$ cat src/rtl/risc_pkg.sv
// Shared definitions for the instruction-side front end: word width, reset PC,
// prefetch FSM encoding and PC arithmetic.
package risc_pkg;

   localparam int WORD_W = 16;
   localparam logic [WORD_W-1:0] RESET_PC_DEFAULT = 16'h0000;

   typedef enum logic [1:0] {
      IDLE = 2'd0,
      REQ  = 2'd1,
      DROP = 2'd2
   } pf_state_t;

   // Word-addressed sequential fetch; wraps modulo 2^WORD_W.
   function automatic logic [WORD_W-1:0] pc_next(input logic [WORD_W-1:0] pc);
      return pc + WORD_W'(1);
   endfunction

endpackage

$ cat src/rtl/instr_prefetch_buffer_if.sv
// Bundle of the memory-side req/ack bus, the fetch-side valid/ready bus and the
// redirect strobe seen by the prefetch buffer.
interface instr_prefetch_buffer_if #(
   parameter int DEPTH = 4
) ();
   import risc_pkg::*;

   localparam int OCC_W = $clog2(DEPTH + 1);

   logic              imem_req;
   logic [WORD_W-1:0] imem_addr;
   logic              imem_ack;
   logic [WORD_W-1:0] imem_rdata;
   logic              inst_valid;
   logic [WORD_W-1:0] inst_data;
   logic [WORD_W-1:0] inst_pc;
   logic              inst_ready;
   logic              redirect_valid;
   logic [WORD_W-1:0] redirect_pc;
   logic [OCC_W-1:0]  occupancy;

   modport master (
      output imem_req, imem_addr, inst_valid, inst_data, inst_pc, occupancy,
      input  imem_ack, imem_rdata, inst_ready, redirect_valid, redirect_pc
   );

   modport slave (
      input  imem_req, imem_addr, inst_valid, inst_data, inst_pc, occupancy,
      output imem_ack, imem_rdata, inst_ready, redirect_valid, redirect_pc
   );

endinterface

$ cat src/rtl/prefetch_fifo.sv
// DEPTH-entry synchronous FIFO of {pc, data} entries; head read straight from
// storage, flush beats push and pop.
module prefetch_fifo
   import risc_pkg::*;
#(
   parameter int DEPTH   = 4,
   parameter int ENTRY_W = 2 * WORD_W
) (
   input  logic                         clk,
   input  logic                         reset,
   input  logic                         push,
   input  logic                         pop,
   input  logic                         flush,
   input  logic [ENTRY_W-1:0]           push_entry,
   output logic [ENTRY_W-1:0]           head_entry,
   output logic [$clog2(DEPTH+1)-1:0]   count
);

   localparam int PTR_W = $clog2(DEPTH);
   localparam int CNT_W = $clog2(DEPTH + 1);

   logic [ENTRY_W-1:0] mem [DEPTH];
   logic [PTR_W-1:0]   wr_ptr;
   logic [PTR_W-1:0]   rd_ptr;
   logic               do_pop;

   // A pop on an empty queue is dropped here so callers need not gate it.
   assign do_pop     = pop && (count != '0);
   assign head_entry = mem[rd_ptr];

   always_ff @(posedge clk) begin
      if (push && !flush) mem[wr_ptr] <= push_entry;
   end

   always_ff @(posedge clk) begin
      if (reset || flush) begin
         wr_ptr <= '0;
         rd_ptr <= '0;
         count  <= '0;
      end else begin
         if (push)   wr_ptr <= wr_ptr + PTR_W'(1);
         if (do_pop) rd_ptr <= rd_ptr + PTR_W'(1);
         case ({push, do_pop})
            2'b10:   count <= count + CNT_W'(1);
            2'b01:   count <= count - CNT_W'(1);
            default: count <= count;
         endcase
      end
   end

endmodule

$ cat src/rtl/instr_prefetch_buffer.sv
// Sequential instruction prefetcher: fetches words over req/ack, queues them
// with their PCs for the fetch stage, and restarts on redirect.
module instr_prefetch_buffer
   import risc_pkg::*;
#(
   parameter int                DEPTH    = 4,
   parameter logic [WORD_W-1:0] RESET_PC = RESET_PC_DEFAULT
) (
   input logic                     clk,
   input logic                     reset,
   instr_prefetch_buffer_if.master bus
);

   localparam int OCC_W = $clog2(DEPTH + 1);

   pf_state_t           state;
   logic                req_q;
   logic [WORD_W-1:0]   fetch_pc;
   logic [WORD_W-1:0]   drop_pc;
   logic [OCC_W-1:0]    occ;
   logic [2*WORD_W-1:0] head;
   logic                valid;
   logic                ack_req;
   logic                pop;
   logic                push;
   logic                room_after;

   // Acks outside an active request are strays and never touch state.
   assign ack_req    = bus.imem_ack && req_q;
   assign valid      = (occ != '0);
   assign pop        = bus.inst_ready && valid;
   assign push       = ack_req && (state == REQ) && !bus.redirect_valid;
   assign room_after = (occ + OCC_W'(1) - (pop ? OCC_W'(1) : OCC_W'(0))) < OCC_W'(DEPTH);

   prefetch_fifo #(
      .DEPTH   (DEPTH),
      .ENTRY_W (2 * WORD_W)
   ) u_fifo (
      .clk        (clk),
      .reset      (reset),
      .push       (push),
      .pop        (pop),
      .flush      (bus.redirect_valid),
      .push_entry ({bus.imem_addr, bus.imem_rdata}),
      .head_entry (head),
      .count      (occ)
   );

   // A request is only raised with a free slot reserved for its response, so
   // the queue can never overflow; a redirected request is finished in DROP.
   always_ff @(posedge clk) begin
      if (reset) begin
         state    <= IDLE;
         req_q    <= 1'b0;
         fetch_pc <= RESET_PC;
         drop_pc  <= RESET_PC;
      end else begin
         case (state)
            IDLE: begin
               if (bus.redirect_valid) begin
                  fetch_pc <= bus.redirect_pc;
                  state    <= REQ;
                  req_q    <= 1'b1;
               end else if (occ < OCC_W'(DEPTH)) begin
                  state <= REQ;
                  req_q <= 1'b1;
               end
            end
            REQ: begin
               if (ack_req) begin
                  if (bus.redirect_valid) begin
                     fetch_pc <= bus.redirect_pc;
                  end else begin
                     fetch_pc <= pc_next(fetch_pc);
                     if (!room_after) begin
                        state <= IDLE;
                        req_q <= 1'b0;
                     end
                  end
               end else if (bus.redirect_valid) begin
                  drop_pc <= bus.redirect_pc;
                  state   <= DROP;
               end
            end
            DROP: begin
               if (ack_req) begin
                  fetch_pc <= bus.redirect_valid ? bus.redirect_pc : drop_pc;
                  state    <= REQ;
               end else if (bus.redirect_valid) begin
                  drop_pc <= bus.redirect_pc;
               end
            end
            default: begin
               state <= IDLE;
               req_q <= 1'b0;
            end
         endcase
      end
   end

   assign bus.imem_req   = req_q;
   assign bus.imem_addr  = fetch_pc;
   assign bus.occupancy  = occ;
   assign bus.inst_valid = valid;
   assign bus.inst_pc    = valid ? head[2*WORD_W-1:WORD_W] : '0;
   assign bus.inst_data  = valid ? head[WORD_W-1:0] : '0;

endmodule

$ cat src/flat_wrapper.sv
// flat-port wrapper written by rule: the top's interface ports become plain ports
module instr_prefetch_buffer_flat import risc_pkg::*;
#(
   parameter int                DEPTH    = 4,
   parameter logic [WORD_W-1:0] RESET_PC = RESET_PC_DEFAULT
)
  (clk, reset, bus_imem_req, bus_imem_addr, bus_inst_valid, bus_inst_data, bus_inst_pc, bus_occupancy, bus_imem_ack, bus_imem_rdata, bus_inst_ready, bus_redirect_valid, bus_redirect_pc);
  instr_prefetch_buffer_if #(.DEPTH(DEPTH)) bus_i ();
  input logic clk;
  input logic reset;
  output wire logic [$bits(bus_i.imem_req)-1:0] bus_imem_req;
  output wire logic [$bits(bus_i.imem_addr)-1:0] bus_imem_addr;
  output wire logic [$bits(bus_i.inst_valid)-1:0] bus_inst_valid;
  output wire logic [$bits(bus_i.inst_data)-1:0] bus_inst_data;
  output wire logic [$bits(bus_i.inst_pc)-1:0] bus_inst_pc;
  output wire logic [$bits(bus_i.occupancy)-1:0] bus_occupancy;
  input wire logic [$bits(bus_i.imem_ack)-1:0] bus_imem_ack;
  input wire logic [$bits(bus_i.imem_rdata)-1:0] bus_imem_rdata;
  input wire logic [$bits(bus_i.inst_ready)-1:0] bus_inst_ready;
  input wire logic [$bits(bus_i.redirect_valid)-1:0] bus_redirect_valid;
  input wire logic [$bits(bus_i.redirect_pc)-1:0] bus_redirect_pc;
  assign bus_imem_req = bus_i.imem_req;
  assign bus_imem_addr = bus_i.imem_addr;
  assign bus_inst_valid = bus_i.inst_valid;
  assign bus_inst_data = bus_i.inst_data;
  assign bus_inst_pc = bus_i.inst_pc;
  assign bus_occupancy = bus_i.occupancy;
  assign bus_i.imem_ack = bus_imem_ack;
  assign bus_i.imem_rdata = bus_imem_rdata;
  assign bus_i.inst_ready = bus_inst_ready;
  assign bus_i.redirect_valid = bus_redirect_valid;
  assign bus_i.redirect_pc = bus_redirect_pc;
  instr_prefetch_buffer #(.DEPTH(DEPTH), .RESET_PC(RESET_PC)) u_core (.clk(clk), .reset(reset), .bus(bus_i));
endmodule
$ cat config.mk
export PLATFORM = sky130hd
export DESIGN_NAME = instr_prefetch_buffer_flat
export DESIGN_NICKNAME = d
export VERILOG_FILES = /design/src/rtl/risc_pkg.sv /design/src/rtl/instr_prefetch_buffer_if.sv /design/src/rtl/prefetch_fifo.sv /design/src/rtl/instr_prefetch_buffer.sv /design/src/flat_wrapper.sv
export SDC_FILE = /design/constraint.sdc
export NUM_CORES = 1
export LEC_CHECK = 0
export CORE_UTILIZATION = 52
export DETAILED_ROUTE_END_ITERATION = 10
export GPL_TIMING_DRIVEN = 0
export PLACE_DENSITY_LB_ADDON = 0.1
export SLEW_MARGIN = 30
export SYNTH_ARGS = -nofsm -noshare
export SYNTH_HDL_FRONTEND = slang
export SYNTH_SLANG_ARGS = --single-unit
$ cat constraint.sdc
create_clock -name clk -period 3.3 [get_ports clk]
set_clock_uncertainty 0.1 [all_clocks]
set_input_delay 0.66 -clock clk [delete_from_list [all_inputs] [get_ports clk]]
set_output_delay 0.66 -clock clk [all_outputs]
set_load 0.01 [all_outputs]
==> impl_results.md, run 1 <==
- Clock sinks: 172
- Post-Place Cell Area: 8650 sq um
- FF+latch count, synth: 172
- Initial antenna violation count: 0
- Synth Area per Inst: 14.2 sq um
- Sequential fraction of the synthesis area: 63.6%
- DIE WIDTH: 122 um
- DRC viols: 0
- Worst path cell trace: buf_4 > mux4_2 > and2_1 > clkdlybuf4s50_1
- Final Power: 5.98 mW
- Peak supply drop: 0.362 mV
- CP Data Required Time: 2.54 ns
- Clk pwr share: 31.3%
- CP Max Fanout: 10
- Final antenna-violating net count: 0
- Cells after Synth: 523
- Number of H-tree levels: 4
- Worst path buffer plus inverter count: 2
- Hold-fix buffers, CTS: 0
- Fin crit period: 3.15 ns
- Max-slew headroom: 62.4%
- Grt peak-use layer: met2
- Die H: 122 um
- Final Instance Area: 9220 sq um
- Sequential power share: 46.8%
- Logic gate share of total power: 21.9%
- Detailed Route WL: 15,700 um
- Worst setup EP type: primary output
- Largest net degree at the start of global routing: 23
- RSZ-0062 raised after global routing: true
- Layout cells sized above 1: 16.7%
- Synth warn: 0
- Critical path data arrival time: 2.39 ns
- Endpoints failing setup: 0
- Total GRT Usage: 22.9%
- Final Worst Setup Slack: 0.148 ns
- Bufs on Longest Clock Path: 2
- Die Area: 14,800 sq um
- Switch Pwr: 1.73 mW
- Via density: 5.78
- Max Fclk: 0.317 GHz
- Initial detailed-routing violation count: 510
- IO Port Bufs: 88
- Hold WC Path Type: reg -> reg
- Worst Tran Pin Value: 0.565 ns
- Area Growth Syn to Fin: 24.0%
- Vias in the first global route: 4,899
- Root Driver: clkbuf_16
- Crit path largest cell delay: 0.53 ns
- Worst-skew pair later-pin latency: 0.42 ns
- Cell Pwr Density: 649 nW/um^2
- GRT met1 Usage: 29.9%
- Synthesized area: 7430 sq um
- CTS tree: yes
- Hold Violations, Final: 0
- Cell variety after synth: 66
- M3 GR Usage: 4.21%
- Post-route setup TNS: 0 ns
- Final net count: 683
- GR Util met2: 38.1%
- DP HPWL: 10,600 um
- Drt first pass iters: 5
- EDFF count, synth: 128
- Final Cycle Share: 95.5%
- Commonest non-fill, non-tap cell in the layout: edfxtp_1
- Ports: 90
- Core Rows: 43
- Total gr overflow: 0
- Static leakage: 3.12 nW
- Crit Path Category: reg -> out
- MaxCap Viol Count: 0
- Antenna diodes: 0
- Core area: 13,900 sq um
- Crit-path slowest cell: mux4_2
- Syn_nets: 573
- Global-route wire length before repair: 25,100 um
- Vias: 4,774
- Slew Viols, Final: 0
- Status: complete, no violations
- Final core occ: 66.2%
- Top_reg_cell synth: edfxtp_1
- Worst setup SP type: register
- CTS buffer count: 17
- Initial Utilization: 53.3%
- Async SR Flop Fraction: 0%
- Gpl congestion: 0.897
- Internal power: 4.26 mW
- CP top delay family: buffers and inverters
- Pre-CTS WS: 0.280 ns
- Most frequent cells in the layout: edfxtp_1 (128), clkdlybuf4s50_1 (88), nand2_1 (57)
- Routed len/inst: 19.0 um
- Sw frac: 28.9%
- Clock slew at reported path FFs: 0.06 ns
per-stage QoR:
step / hold WS [ns] / instances
2_1_floorplan: 0.334 / 523
3_3_place_gp: 0.344 / 791
3_5_place_dp: 0.350 / 795
4_1_cts: 0.359 / 827
5_1_grt: 0.369 / 826
6_report: 0.357 / 826
synthesized netlist by cell type, types with 8 or more instances:
| library cell | n | area share (%) |
|---|---|---|
| a21oi_1 | 21 | 1.4 |
| and2_1 | 35 | 2.9 |
| and3_1 | 9 | 0.76 |
| buf_2 | 8 | 0.54 |
| clkbuf_1 | 16 | 0.81 |
| dfxtp_1 | 44 | 12 |
| edfxtp_1 | 128 | 52 |
| ha_1 | 13 | 2.2 |
| inv_1 | 9 | 0.45 |
| mux4_2 | 32 | 9.7 |
| nand2_1 | 57 | 2.9 |
| nand3_1 | 8 | 0.54 |
| nor2_1 | 22 | 1.1 |
| o21ai_0 | 19 | 1.3 |
power groups by stage:
stage	clock network (mW)	registers (mW)	logic, mW
after floorplan	0	2.80	0.768
after global placement	0	2.82	1.27
after detailed placement	0	2.84	1.30
after CTS	1.90	2.80	1.31
after global routing	1.99	2.83	1.44
final	1.87	2.80	1.31
layout make-up:
class                      count  area (sq um)
buffer                        31           185
clock buffer                  28           534
clock inverter                 4          25.0
fill                        1035          4710
inverter                       9          33.8
multi-input combinational    310          2510
sequential                   172          4720
tap                          180           225
timing repair buffer          92           983
worst min-delay path, cell delays in order, from the launching register on:
cell	delay [ns]
dfxtp_1	0.31
nand2_1	0.05
a21oi_1	0.05
registers in the layout (all words and copies together) (netlist names), named ones only:
name / cells
u_core.bus.imem_addr: 16
u_core.bus.imem_req: 1
u_core.drop_pc: 16
u_core.state: 2
u_core.u_fifo.count: 3
u_core.u_fifo.mem: 128
u_core.u_fifo.rd_ptr: 2
u_core.u_fifo.wr_ptr: 2
metal layers:
layer | vias to the layer above | routed length [um]
met5 | - | 0
met4 | 0 | 184
met3 | 15 | 756
met2 | 156 | 7970
met1 | 2379 | 6750
li1 | 2224 | -
logic make-up (layout without fill, tap and decap cells):
logic type	Yosys count	count (layout)	synth area share [%]
AO/OA/AOI/OAI	86	86	8.23
AND/OR/NAND/NOR	163	163	11.5
flip-flops	172	172	63.6
multiplexers	40	40	10.8
buffers and inverters	41	164	2.79
XOR/XNOR	8	8	0.943
adder cells (fa/ha/maj)	13	13	2.19
worst paths after layout:
path                                                      from                            endpoint  slack [ns]  cells past startpoint
worst max-delay path                                  register                      bus_inst_pc[7]        0.15                      4
worst min-delay path            u_core.drop_pc[3]$_SDFFE_PP0P_      u_core.drop_pc[3]$_SDFFE_PP0P_        0.36                      2
worst max register to register    u_core.state[1]$_SDFFE_PP0P_  u_core.u_fifo.mem[3][11]$_DFFE_PP_        0.76                      6
worst min register to register  u_core.drop_pc[3]$_SDFFE_PP0P_      u_core.drop_pc[3]$_SDFFE_PP0P_        0.36                      2
what timing repair did:
action | in CTS | in global routing
buffers inserted | 0 | 0
resized for setup | 7 | 4
endpoints found under the setup margin | 30 | 30
hold endpoints to repair | 0 | 0
(Power assumes the default switching activity.)
==> run 2: changes to the inputs <==
--- a/config.mk
+++ b/config.mk
@@ -5,10 +5,12 @@
 export SDC_FILE = /design/constraint.sdc
 export NUM_CORES = 1
 export LEC_CHECK = 0
+export CAP_MARGIN = 20
 export CORE_UTILIZATION = 52
 export DETAILED_ROUTE_END_ITERATION = 10
 export GPL_TIMING_DRIVEN = 0
-export PLACE_DENSITY_LB_ADDON = 0.1
+export HOLD_SLACK_MARGIN = 0.06
+export PLACE_DENSITY = 0.75
 export SLEW_MARGIN = 30
 export SYNTH_ARGS = -nofsm -noshare
 export SYNTH_HDL_FRONTEND = slang
==> run 2 against run 1 <==
Count of clock-buffer cells in the layout fell by 8. Critical endpoint is now bus_inst_data[7]. Global-route usage grew 0.76 points. Worst hold slack is essentially flat.
==> impl_results.md, run 2 (synthesized netlist as in run 1, its figures left out) <==
- Core Rows: 43 (unchanged)
- M3 GR Usage: 4.26% (was 4.21%)
- DP HPWL: 10,900 um (was 10,600 um)
- Crit path largest cell delay: 0.55 ns (was 0.53 ns)
- Final antenna-violating net count: 0 (unchanged)
- Final Instance Area: 9230 sq um (was 9220 sq um)
- CP Max Fanout: 10 (unchanged)
- Worst setup EP type: primary output (unchanged)
- Commonest non-fill, non-tap cell in the layout: edfxtp_1 (unchanged)
- Largest Register: u_core.u_fifo.mem (unchanged)
- DRC viols: 0 (unchanged)
- Cell Pwr Density: 664 nW/um^2 (was 649 nW/um^2)
- Detailed Route WL: 16,300 um (was 15,700 um)
- Static leakage: 3.10 nW (was 3.12 nW)
- MaxCap Viol Count: 0 (unchanged)
- Initial antenna violation count: 0 (unchanged)
- GR Util met2: 38.1% (about the same)
- IO Port Bufs: 88 (unchanged)
- Number of H-tree levels: 4 (unchanged)
- Largest net degree at the start of global routing: 24 (was 23)
- Via density: 5.82 (was 5.78)
- Clock sinks: 172 (unchanged)
- Crit Path Category: reg -> out (unchanged)
- Die Area: 14,800 sq um (unchanged)
- Root Driver: clkbuf_16 (unchanged)
- Vias: 4,805 (was 4,774)
- Post-route setup TNS: 0 ns (unchanged)
- Worst-skew pair later-pin latency: 0.43 ns (was 0.42 ns)
- Hold-fix buffers, CTS: 0 (unchanged)
- Worst path cell trace: clkbuf_1 > mux4_2 > and2_1 > clkdlybuf4s50_1 (was buf_4 > mux4_2 > and2_1 > clkdlybuf4s50_1)
- Total GRT Usage: 23.7% (was 22.9%)
- CTS tree: yes (unchanged)
- Worst path buffer plus inverter count: 2 (unchanged)
- Vias in the first global route: 4,863 (was 4,899)
- Hold WC Path Type: reg -> reg (unchanged)
- Bufs on Longest Clock Path: 2 (unchanged)
- CP top delay family: buffers and inverters (unchanged)
- Endpoints failing setup: 0 (unchanged)
- Final net count: 683 (unchanged)
- Total gr overflow: 0 (unchanged)
- Max Fclk: 0.310 GHz (was 0.317 GHz)
- Die H: 122 um (unchanged)
- CP Data Required Time: 2.54 ns (about the same)
- Status: complete, no violations (unchanged)
- Layout cells sized above 1: 15.6% (was 16.7%)
- Drt first pass iters: 6 (was 5)
- Initial Utilization: 53.3% (unchanged)
- Final std cells w/o fill: 826 (unchanged)
- Slew Viols, Final: 0 (unchanged)
- DIE WIDTH: 122 um (unchanged)
- Global-route wire length before repair: 25,800 um (was 25,100 um)
- Area Growth Syn to Fin: 24.2% (was 24.0%)
- Max-slew headroom: 54.6% (was 62.4%)
- Gpl congestion: 0.865 (was 0.897)
- Post-Place Cell Area: 8620 sq um (was 8650 sq um)
- Antenna diodes: 0 (unchanged)
- Cell count after placement: 795 (unchanged)
- Ports: 90 (unchanged)
- Peak supply drop: 0.435 mV (was 0.362 mV)
- Final Power: 6.13 mW (was 5.98 mW)
- Clock slew at reported path FFs: 0.06 ns (about the same)
- Max FFs per register: 128 (unchanged)
- Crit-path slowest cell: clkbuf_1 (was mux4_2)
- Initial detailed-routing violation count: 498 (was 510)
- RSZ-0062 raised after global routing: false (was true)
- Hold Violations, Final: 0 (unchanged)
- Fin crit period: 3.22 ns (was 3.15 ns)
- Worst setup SP type: register (unchanged)
- CTS buffer count: 17 (unchanged)
- Worst Tran Pin Value: 0.681 ns (was 0.565 ns)
- GRT met1 Usage: 31.8% (was 29.9%)
- Core area: 13,900 sq um (unchanged)
- Critical path data arrival time: 2.46 ns (was 2.39 ns)
- Final Cycle Share: 97.7% (was 95.5%)
- Grt peak-use layer: met2 (unchanged)
- Most frequent cells in the layout: edfxtp_1 (128), clkdlybuf4s50_1 (88), nand2_1 (57) (unchanged)
- Routed len/inst: 19.7 um (was 19.0 um)
## run 2: metrics by stage
| stage | hold WS [ns] | worst slack, ns | util [%] |
|---|---|---|---|
| 6_report | 0.357 | 0.0768 | 66.2 |
| 5_1_grt | 0.369 | 0.00204 | 66.2 |
| 4_1_cts | 0.355 | 0.0433 | 66.2 |
| 3_5_place_dp | 0.347 | 0.314 | 61.9 |
| 3_3_place_gp | 0.342 | -0.519 | 61.3 |
| 2_1_floorplan | 0.334 | 0.934 | - |
## run 2: final cells by class
type | count | area, sq um
clock inverters | 12 | 145
plain buffers | 31 | 195
repair buffers | 92 | 961
multi-input cells | 310 | 2510
fillers | 1009 | 4700
well taps | 180 | 225
inverters | 9 | 33.8
flip-flops and latches | 172 | 4720
clock buffers | 20 | 437
## run 2: repair_timing
action,in CTS,in global routing
setup buffers,0,0
cloned,0,0
endpoints found under the setup margin,30,20
resized for setup,9,5
## run 2: power breakdown
| group | internal (mW) | switching (mW) |
|---|---|---|
| clock | 1.18 | 0.798 |
| sequential | 2.56 | 0.261 |
| combinational | 0.598 | 0.733 |
| total | 4.34 | 1.79 |
## run 2: metal layers
layer / vias to the layer above / share of wire [%]
li1: 2225 / -
met1: 2364 / 44
met2: 194 / 49
met3: 22 / 6.0
met4: 0 / 1.3
met5: - / 0
## run 2: final timing paths
path              slack, ns                             endpoint                             from  depth (start not counted)
setup / recovery       0.08                     bus_inst_data[7]                         register                          4
hold / removal         0.36      u_core.drop_pc[15]$_SDFFE_PP0P_  u_core.drop_pc[15]$_SDFFE_PP0P_                          2
setup reg to reg       0.80  u_core.u_fifo.count[2]$_SDFFE_PP0P_     u_core.state[1]$_SDFFE_PP0P_                          8
hold reg to reg        0.36      u_core.drop_pc[15]$_SDFFE_PP0P_  u_core.drop_pc[15]$_SDFFE_PP0P_                          2
## run 2: worst min-delay path: cells and delay by family, from the launching register on
| kind | cells | cell delay (ns) |
|---|---|---|
| DFF | 1 | 0.31 |
| and+or+nand+nor | 1 | 0.05 |
| AOI/OAI and AO/OA | 1 | 0.05 |
